--- src/rtl/sad_pkg.sv ---
// Shared widths, block size and loader state encoding for the SAD loader slice.
// Pure declarations: no latency, no flow control.
package sad_pkg;

    localparam int A_WIDTH         = 8;
    localparam int D_WIDTH         = 8;
    localparam int WORD_ADDR_W     = 6;
    localparam int WORD_W          = 32;
    localparam int BYTES_PER_BLOCK = 256;

    typedef enum logic [2:0] {
        IDLE,
        LOAD_A,
        LOAD_B,
        FLUSH,
        GO,
        WAIT,
        RESULT
    } state_t;

endpackage

--- src/rtl/sad_loader_if.sv ---
// Byte stream, dual memory write ports and SAD core handshake bundled for sad_loader.
// slave = loader side, master = stream source / memories / core side.
interface sad_loader_if;
    import sad_pkg::*;

    logic                   Start;
    logic [D_WIDTH-1:0]     In_Data;
    logic                   In_Valid;
    logic                   In_Ready;

    logic [WORD_W-1:0]      MA_di31;
    logic [WORD_W-1:0]      MB_di31;
    logic [WORD_ADDR_W-1:0] MA_Addr6;
    logic [WORD_ADDR_W-1:0] MB_Addr6;
    logic                   MA_enb;
    logic                   MA_web;
    logic                   MB_enb;
    logic                   MB_web;

    logic                   Go_t;
    logic                   Done_t;
    logic [WORD_W-1:0]      SAD_Out_t;
    logic [WORD_W-1:0]      Sad_Result;
    logic                   Res_Valid;
    logic                   Busy;

    modport slave (
        input  Start, In_Data, In_Valid, Done_t, SAD_Out_t,
        output In_Ready, MA_di31, MB_di31, MA_Addr6, MB_Addr6,
               MA_enb, MA_web, MB_enb, MB_web, Go_t, Sad_Result, Res_Valid, Busy
    );

    modport master (
        output Start, In_Data, In_Valid, Done_t, SAD_Out_t,
        input  In_Ready, MA_di31, MB_di31, MA_Addr6, MB_Addr6,
               MA_enb, MA_web, MB_enb, MB_web, Go_t, Sad_Result, Res_Valid, Busy
    );

endinterface

--- src/rtl/sad_byte_packer.sv ---
// Packs bytes little-endian into 32-bit words; word_dat/word_done are combinational on the 4th byte.
// No backpressure of its own: every byte_vld cycle is consumed.
module sad_byte_packer
    import sad_pkg::*;
(
    input  logic               clk,
    input  logic               rst,
    input  logic               clr,
    input  logic               byte_vld,
    input  logic [D_WIDTH-1:0] byte_dat,
    output logic [WORD_W-1:0]  word_dat,
    output logic               word_done
);

    logic [1:0]  lane_q,  lane_d;
    logic [23:0] lanes_q, lanes_d;

    always_comb begin
        lane_d  = lane_q;
        lanes_d = lanes_q;
        if (clr) begin
            lane_d  = '0;
            lanes_d = '0;
        end else if (byte_vld) begin
            lane_d = lane_q + 2'd1;
            case (lane_q)
                2'd0:    lanes_d[7:0]   = byte_dat;
                2'd1:    lanes_d[15:8]  = byte_dat;
                2'd2:    lanes_d[23:16] = byte_dat;
                default: ;
            endcase
        end
    end

    always_ff @(posedge clk or posedge rst) begin
        if (rst) begin
            lane_q  <= '0;
            lanes_q <= '0;
        end else begin
            lane_q  <= lane_d;
            lanes_q <= lanes_d;
        end
    end

    // Lane 3 bypasses the register so the word is ready on the accepting edge.
    assign word_done = byte_vld && !clr && (lane_q == 2'd3);
    assign word_dat  = {byte_dat, lanes_q};

endmodule

--- src/rtl/sad_loader.sv ---
// Streams two blocks of bytes into SAD memories A and B, pulses the core, captures its result.
// Word writes land one cycle after the 4th byte; In_Ready is high only in LOAD_A/LOAD_B.
module sad_loader
    import sad_pkg::*;
#(
    parameter int BYTES_PER_BLOCK = sad_pkg::BYTES_PER_BLOCK
)
(
    input  logic         clk,
    input  logic         rst,
    sad_loader_if.slave  bus
);

    localparam logic [A_WIDTH-1:0] LAST_BYTE = A_WIDTH'(BYTES_PER_BLOCK - 1);

    state_t                 state_q,   state_d;
    logic [A_WIDTH-1:0]     cnt_q,     cnt_d;
    logic                   ma_en_q,   ma_en_d;
    logic                   mb_en_q,   mb_en_d;
    logic [WORD_ADDR_W-1:0] ma_addr_q, ma_addr_d;
    logic [WORD_ADDR_W-1:0] mb_addr_q, mb_addr_d;
    logic [WORD_W-1:0]      ma_di_q,   ma_di_d;
    logic [WORD_W-1:0]      mb_di_q,   mb_di_d;
    logic [WORD_W-1:0]      result_q,  result_d;

    logic                   in_ready;
    logic                   accept;
    logic                   pk_clr;
    logic [WORD_W-1:0]      pk_word;
    logic                   pk_done;

    assign in_ready = (state_q == LOAD_A) || (state_q == LOAD_B);
    assign accept   = in_ready && bus.In_Valid;

    sad_byte_packer u_packer (
        .clk       (clk),
        .rst       (rst),
        .clr       (pk_clr),
        .byte_vld  (accept),
        .byte_dat  (bus.In_Data),
        .word_dat  (pk_word),
        .word_done (pk_done)
    );

    always_comb begin
        state_d   = state_q;
        cnt_d     = cnt_q;
        ma_en_d   = 1'b0;
        mb_en_d   = 1'b0;
        ma_addr_d = ma_addr_q;
        mb_addr_d = mb_addr_q;
        ma_di_d   = ma_di_q;
        mb_di_d   = mb_di_q;
        result_d  = result_q;
        pk_clr    = 1'b0;

        case (state_q)
            IDLE: begin
                if (bus.Start) begin
                    state_d = LOAD_A;
                    cnt_d   = '0;
                    pk_clr  = 1'b1;
                end
            end
            LOAD_A: begin
                if (accept) begin
                    cnt_d = cnt_q + 1'b1;
                    if (pk_done) begin
                        ma_en_d   = 1'b1;
                        ma_addr_d = cnt_q[A_WIDTH-1:2];
                        ma_di_d   = pk_word;
                    end
                    if (cnt_q == LAST_BYTE) begin
                        state_d = LOAD_B;
                        cnt_d   = '0;
                    end
                end
            end
            LOAD_B: begin
                if (accept) begin
                    cnt_d = cnt_q + 1'b1;
                    if (pk_done) begin
                        mb_en_d   = 1'b1;
                        mb_addr_d = cnt_q[A_WIDTH-1:2];
                        mb_di_d   = pk_word;
                    end
                    if (cnt_q == LAST_BYTE) begin
                        state_d = FLUSH;
                        cnt_d   = '0;
                    end
                end
            end
            // The last B word is being written during FLUSH.
            FLUSH:  state_d = GO;
            GO:     state_d = WAIT;
            WAIT: begin
                if (bus.Done_t) begin
                    result_d = bus.SAD_Out_t;
                    state_d  = RESULT;
                end
            end
            RESULT: state_d = IDLE;
            default: state_d = IDLE;
        endcase
    end

    always_ff @(posedge clk or posedge rst) begin
        if (rst) begin
            state_q   <= IDLE;
            cnt_q     <= '0;
            ma_en_q   <= 1'b0;
            mb_en_q   <= 1'b0;
            ma_addr_q <= '0;
            mb_addr_q <= '0;
            ma_di_q   <= '0;
            mb_di_q   <= '0;
            result_q  <= '0;
        end else begin
            state_q   <= state_d;
            cnt_q     <= cnt_d;
            ma_en_q   <= ma_en_d;
            mb_en_q   <= mb_en_d;
            ma_addr_q <= ma_addr_d;
            mb_addr_q <= mb_addr_d;
            ma_di_q   <= ma_di_d;
            mb_di_q   <= mb_di_d;
            result_q  <= result_d;
        end
    end

    assign bus.In_Ready   = in_ready;
    assign bus.MA_enb     = ma_en_q;
    assign bus.MA_web     = ma_en_q;
    assign bus.MB_enb     = mb_en_q;
    assign bus.MB_web     = mb_en_q;
    assign bus.MA_Addr6   = ma_addr_q;
    assign bus.MB_Addr6   = mb_addr_q;
    assign bus.MA_di31    = ma_di_q;
    assign bus.MB_di31    = mb_di_q;
    assign bus.Go_t       = (state_q == GO);
    assign bus.Res_Valid  = (state_q == RESULT);
    assign bus.Sad_Result = result_q;
    assign bus.Busy       = (state_q != IDLE);

endmodule

--- src/flat_wrapper.sv ---
// flat-port wrapper written by rule: the top's interface ports become plain ports
module sad_loader_flat import sad_pkg::*;
#(
    parameter int BYTES_PER_BLOCK = sad_pkg::BYTES_PER_BLOCK
)
  (clk, rst, bus_Start, bus_In_Data, bus_In_Valid, bus_Done_t, bus_SAD_Out_t, bus_In_Ready, bus_MA_di31, bus_MB_di31, bus_MA_Addr6, bus_MB_Addr6, bus_MA_enb, bus_MA_web, bus_MB_enb, bus_MB_web, bus_Go_t, bus_Sad_Result, bus_Res_Valid, bus_Busy);
  sad_loader_if bus_i ();
  input  logic clk;
  input  logic rst;
  input wire logic [$bits(bus_i.Start)-1:0] bus_Start;
  input wire logic [$bits(bus_i.In_Data)-1:0] bus_In_Data;
  input wire logic [$bits(bus_i.In_Valid)-1:0] bus_In_Valid;
  input wire logic [$bits(bus_i.Done_t)-1:0] bus_Done_t;
  input wire logic [$bits(bus_i.SAD_Out_t)-1:0] bus_SAD_Out_t;
  output wire logic [$bits(bus_i.In_Ready)-1:0] bus_In_Ready;
  output wire logic [$bits(bus_i.MA_di31)-1:0] bus_MA_di31;
  output wire logic [$bits(bus_i.MB_di31)-1:0] bus_MB_di31;
  output wire logic [$bits(bus_i.MA_Addr6)-1:0] bus_MA_Addr6;
  output wire logic [$bits(bus_i.MB_Addr6)-1:0] bus_MB_Addr6;
  output wire logic [$bits(bus_i.MA_enb)-1:0] bus_MA_enb;
  output wire logic [$bits(bus_i.MA_web)-1:0] bus_MA_web;
  output wire logic [$bits(bus_i.MB_enb)-1:0] bus_MB_enb;
  output wire logic [$bits(bus_i.MB_web)-1:0] bus_MB_web;
  output wire logic [$bits(bus_i.Go_t)-1:0] bus_Go_t;
  output wire logic [$bits(bus_i.Sad_Result)-1:0] bus_Sad_Result;
  output wire logic [$bits(bus_i.Res_Valid)-1:0] bus_Res_Valid;
  output wire logic [$bits(bus_i.Busy)-1:0] bus_Busy;
  assign bus_i.Start = bus_Start;
  assign bus_i.In_Data = bus_In_Data;
  assign bus_i.In_Valid = bus_In_Valid;
  assign bus_i.Done_t = bus_Done_t;
  assign bus_i.SAD_Out_t = bus_SAD_Out_t;
  assign bus_In_Ready = bus_i.In_Ready;
  assign bus_MA_di31 = bus_i.MA_di31;
  assign bus_MB_di31 = bus_i.MB_di31;
  assign bus_MA_Addr6 = bus_i.MA_Addr6;
  assign bus_MB_Addr6 = bus_i.MB_Addr6;
  assign bus_MA_enb = bus_i.MA_enb;
  assign bus_MA_web = bus_i.MA_web;
  assign bus_MB_enb = bus_i.MB_enb;
  assign bus_MB_web = bus_i.MB_web;
  assign bus_Go_t = bus_i.Go_t;
  assign bus_Sad_Result = bus_i.Sad_Result;
  assign bus_Res_Valid = bus_i.Res_Valid;
  assign bus_Busy = bus_i.Busy;
  sad_loader #(.BYTES_PER_BLOCK(BYTES_PER_BLOCK)) u_core (.clk(clk), .rst(rst), .bus(bus_i));
endmodule
--- config.mk ---
export PLATFORM = sky130hd
export DESIGN_NAME = sad_loader_flat
export DESIGN_NICKNAME = d
export VERILOG_FILES = /design/src/rtl/sad_pkg.sv /design/src/rtl/sad_loader_if.sv /design/src/rtl/sad_byte_packer.sv /design/src/rtl/sad_loader.sv /design/src/flat_wrapper.sv
export SDC_FILE = /design/constraint.sdc
export NUM_CORES = 1
export LEC_CHECK = 0
export BUFFER_PORTS_ARGS = -buffer_cell sky130_fd_sc_hd__buf_2
export CELL_PAD_IN_SITES_DETAIL_PLACEMENT = 1
export CELL_PAD_IN_SITES_GLOBAL_PLACEMENT = 2
export CORE_ASPECT_RATIO = 2
export CORE_MARGIN = 2
export CORE_UTILIZATION = 28
export DETAILED_ROUTE_END_ITERATION = 8
export GPL_TIMING_DRIVEN = 0
export PLACE_DENSITY_LB_ADDON = 0.1
export SYNTH_ARGS = -nofsm -noshare
export SYNTH_HDL_FRONTEND = slang
export SYNTH_SLANG_ARGS = --single-unit
--- constraint.sdc ---
create_clock -name clk -period 5.2 [get_ports clk]
set_clock_uncertainty 0.1 [all_clocks]
set_input_delay 0.26 -clock clk [delete_from_list [all_inputs] [get_ports clk]]
set_output_delay 0.26 -clock clk [all_outputs]
set_load 0.005 [all_outputs]
* After elaboration in Yosys (flattened, before gate mapping)
Index checks and enable logic that the tools add are counted.
** Operators by class
- Add/subtract/negate cells :: 2
- Equality and inequality tests :: 17
- Muxes and demuxes :: 24
- Reductions and logical operators :: 22
** Operator list (count)
- two-way mux 24 bit :: 2
- two-way mux 8 bit :: 6
- two-way mux 3 bit :: 6
- case mux 3 bit (6 select lines) :: 1
- case mux 8 bit (2 select lines) :: 1
- inequality test 2 bit, second input constant :: 6
- nonzero test 2 bit :: 5
- == test 3 bit, second input constant :: 3
- AND reduction 3 bit :: 3
- adder 8 x 1 -> 8 bit, second input constant :: 1
- == test 8 bit, second input constant :: 1
- AND reduction 2 bit :: 4
- == test 3 x 2 -> 1 bit, second input constant :: 2
- two-way mux 1 bit :: 6
- AND reduction 6 bit :: 1
- == test 2 bit, second input constant :: 2
- two-way mux 2 bit :: 2
- == test 3 x 1 -> 1 bit, second input constant :: 1
- logical AND 1 bit :: 3
- zero test 3 bit :: 1
- nonzero test 3 bit :: 1
- adder 2 x 1 -> 2 bit, second input constant :: 1
- == test 2 x 1 -> 1 bit, second input constant :: 1
- zero test 2 bit :: 1
- other kinds (4) :: 4
** Storage, ports and cells
- Register bits after elaboration :: 147
- Output and inout bits :: 116
- Logic and storage cells :: 78

* Depth between registers and ports, before layout
- Depth in word-level cells :: 8
- Depth in mapped cells :: 7
- Depth with buffers taken out :: 5

* By module
Synthesis repeated with hierarchy kept, for this count alone.
** Unflattened totals
- Cells, all modules :: 431
- Area, all modules :: 6112.1 um^2
** By module, submodules not included
- sad_loader :: instances 1, cells an instance 318, area each 4785.8 um^2, seq. area each 3027.9 um^2
- sad_byte_packer :: instances 1, cells an instance 113, area each 1326.3 um^2, seq. area each 650.6 um^2

* Worst setup path before layout
OpenSTA, ideal clock, no wires.
- Path kind :: register to register
- Start point :: register u_core.cnt_q[0]
- End point :: register u_core.state_q[0]
- Library setup time :: 125 ps
- Arrival time :: 1667 ps
- Required time :: 4975 ps
- Slack :: 3308 ps
- Cell stages (with the launch flop) :: 6
- Buffers on the path :: 0
- Period minus slack after synthesis :: 1892 ps
- Cell sequence :: dfrtp_1 > ha_1 > and3_4 > a211oi_4 > or4_4 > mux2_4
** On the way
- Word-level cells in the longest chain between the ends :: 3
** RTL lines
- start: declaration :: RTL line sad_loader.sv:17 : logic [A_WIDTH-1:0] cnt_q, cnt_d;
- start signal: assignment :: RTL line sad_loader.sv:120 : cnt_q <= cnt_d;
- == test 8 bit * :: RTL line sad_loader.sv:73, sad_loader.sv:87
- inequality test 2 bit (no line)
- AND reduction 6 bit (no line) *
- end signal: assignment :: RTL line sad_loader.sv:119 : state_q <= state_d;
- end: declaration :: RTL line sad_loader.sv:16 : state_t state_q, state_d;
Every way passes the cells marked *; elsewhere a longest branch is shown, timed or not.
A chain may end at the register's enable or synchronous reset.

* Worst setup path after layout
- Start point :: register u_core.state_q[2]
- End point :: output port bus_Go_t
** On the way
- Word-level cells in the longest chain between the ends :: 1
** RTL lines
- == test 3 bit :: RTL line sad_loader.sv:140 : assign bus.Go_t = (state_q == GO);
- end: declaration :: RTL line flat_wrapper.sv:24 : output wire logic [$bits(bus_i.Go_t)-1:0] bus_Go_t;
No other way between the ends.

==> flow_summary.toml <==
[clock_tree]
htree_levels = 4
cts_sinks = 147
clk_path_buf_depth = 2
cts_tree = "done"
root_buffer = "clkbuf_16"
tritoncts.num_buffers = 17
insertion_delay_ns = 0.43
clk_pin_slew_ns = 0.06
cts_resized = 0

[detailed_routing]
wl_per_cell_um = 17.64
num_vias = 4270
first_pass_iters = 4
drt_wl_total_mm = 16.46
drc = 0
initialDrtViolationCount = 85
antenna_left = 0
viasPerCell = 4.577

[timing]
maxSlewViolCount = 0
final_hold_viol_count = 0
clock.fmax_ghz = 0.3823
worst_pin_slew_ns = 0.7124
hold_slack_ns = 0.05112
period_minus_slack_ns = 2.616
fin_crit_sh_pct = 50.30
slew_headroom_pct = 52.51
tns_ns = 0
setup_violations = 0
rsz0062_at_grt = "no"

[pwr]
peakVddDrop_mv = 0.2440
p_per_area_nw_per_um2 = 542.5
p_switching_uw = 1374
p_int_uw = 3037
switching_share_pct = 31.15
power_frac_comb_pct = 30.3
pwr-share-clk_pct = 29.8
power_frac_seq_pct = 40.0
power.leakage_uw = 0.004172

[run]
maxCapViolCount = 0

[critical_path]
worstSetupStartpoint = "u_core.state_q[2]"
crit_family = "buffers and inverters"
r2r_cells = 7
critPathBufInv = 4
slowest_delay_ns = 0.47
crit_slowest_cell = "clkbuf_1"
critPathMaxFanout = 10
crit_arrival_ns = 2.26
r2r-start = "u_core.state_q[2]"
worstSetupStartpointType = "flip-flop"
crit_type = "reg2out"
worst_ep_required_time_ns = 4.84
crit_chain = "buf_2 > clkbuf_1 > clkbuf_1 > nor3b_1 > buf_2"
rrSetupSlack_ns = 2.86
r2r-end = "u_core.bus.MA_di31[3]"
end_kind = "output pin"

[yosys]
synth.distinct_cells = 47
synth_fp_nets = 488
ys_seq_area_share_pct = 61.28
yosys_warnings = 0
yosys_register_bits = 147
async_reset_ff_share_pct = 100.0
syn-instance-count = 438
synth.avg_cell_area_um2 = 13.71
synth_area_um2 = 6003
synth_top_flop_cell = "dfrtp_1"
synth-edff-count = 0

[layout]
layout.nets = 701
syn2layout_area_growth_pct = 35.45
final_cell_mix = "buf_2, dfrtp_1, mux2_2"
n_antenna_cell = 0
post-route-util_pct = 38.68
design_area_um2 = 8132
instances_no_fill = 933
layout_commonest_cell = "buf_2"
layout-drive-gt1-share_pct = 48.95

[min_path]
hp-start = "bus_In_Data[4]"
hold_end = "u_core.u_packer.lanes_q[4]"
worst_hold_path_type = "in2reg"
whs_path_depth = 3

[place]
gp_congestion = 0.7467
dp.cells = 868
io_buffers = 160
post_dp_cell_area_um2 = 7173
dp_hpwl_mm = 11.87

[global_route]
grt_max_degree = 76
grt_first_pass_wirelength_mm = 26.69
grt_pass1_vias = 4782
antenna_found_initial = 0
grt_util_all_layers_pct = 15.68
gr-total-overflow = 0

[floorplan]
start_util_pct = 28.56
dieArea_um2 = 22700
io_pins = 161
coreArea_um2 = 21020
die_w_um = 107.5
rows = 75
die_h_um = 211.1

[run_status]
outcome = "complete, no violations"
-- synthesized netlist by cell type (all sizes together) (3+ instances only) --
cell type / number / share of area [%]
a211oi: 3 / 0.58
buf: 25 / 2.3
dfrtp: 147 / 61
nand3: 30 / 2.5
inv: 6 / 0.38
o31ai: 5 / 0.63
mux2i: 3 / 0.50
or4: 5 / 0.69
clkbuf: 5 / 0.31
ha: 5 / 1.0
a21oi: 30 / 2.5
mux2: 109 / 21
nor2: 8 / 0.54
nand2: 27 / 1.7
-- stage by stage --
stage	worst slack, ns	power [uW]
floorplan	0.8887	2530
global placement	-0.9257	3078
detailed placement	2.840	3139
global route	2.376	4725
CTS	2.529	4505
finish	2.584	4412
-- area by class of cell --
| type | count | area [um^2] |
|---|---|---|
| Timing Repair Buffer | 194 | 1159 |
| Inverter | 6 | 27.53 |
| Clock buffer | 22 | 474.2 |
| Clock inverter | 10 | 153.9 |
| Sequential cell | 147 | 3679 |
| Multi-Input combinational cell | 255 | 2143 |
| Tap cell | 269 | 336.6 |
| Fill cell | 2288 | 12890 |
| Buffer | 30 | 158.9 |
-- how the worst max path moves through the flow --
| stage | slack, ns | cells past startpoint | to |
|---|---|---|---|
| floorplan | 0.89 | 1 | u_core.bus.MA_Addr6[0] |
| global placement | -0.93 | 2 | u_core.bus.MB_di31[1] |
| detailed placement | 2.84 | 7 | u_core.bus.MA_di31[3] |
| CTS | 2.53 | 5 | bus_Go_t |
| global route | 2.38 | 5 | bus_Go_t |
| finish | 2.58 | 5 | bus_Go_t |
-- layer usage --
| metal | vias to the layer above | track usage (%) | part of all wire, % |
|---|---|---|---|
| met5 | - | 0 | 0 |
| met4 | 0 | 6.985 | 2.2 |
| met3 | 23 | 4.628 | 4.9 |
| met2 | 116 | 29.28 | 58 |
| met1 | 2161 | 15.61 | 35 |
| li1 | 1970 | - | - |
-- sequential cells by signal, indices dropped and copies added (netlist names) --
register / flops
u_core.bus.MA_di31: 32
u_core.bus.MA_Addr6: 6
u_core.bus.MB_Addr6: 6
u_core.state_q: 3
u_core.u_packer.lanes_q: 24
u_core.bus.MA_enb: 1
u_core.u_packer.lane_q: 2
u_core.bus.MB_enb: 1
u_core.bus.MB_di31: 32
u_core.cnt_q: 8
u_core.bus.Sad_Result: 32
-- power groups by stage --
stage | clock (uW) | sequential [uW] | combinational (uW)
global route | 1410 | 1830 | 1490
floorplan | 0 | 1760 | 770
finish | 1310 | 1760 | 1330
detailed placement | 0 | 1790 | 1350
CTS | 1360 | 1770 | 1370
global placement | 0 | 1770 | 1310
-- what timing repair did --
item,in CTS,in global routing
endpoints found under the hold margin,104,0
buffers inserted,0,0
hold buffers,33,0
setup endpoints to repair,0,0
-- worst register-to-register path, delay by kind of cell, from the launching register on --
family | cells | cell delay, ns
buf+inv | 3 | 0.79
flops | 1 | 0.35
mux | 1 | 0.35
simple gates | 3 | 0.61
-- cells by family after synthesis --
kind of cell,share of synthesized area (%)
DFF,61.28
muxes,21.01
and+or+nand+nor,8.129
AOI/OAI and AO/OA,4.773
buffers and inverters,3.022
adders and majority gates,1.042
xor gates and xnor gates,0.7504
No activity file was read; power rests on OpenSTA's default activity.
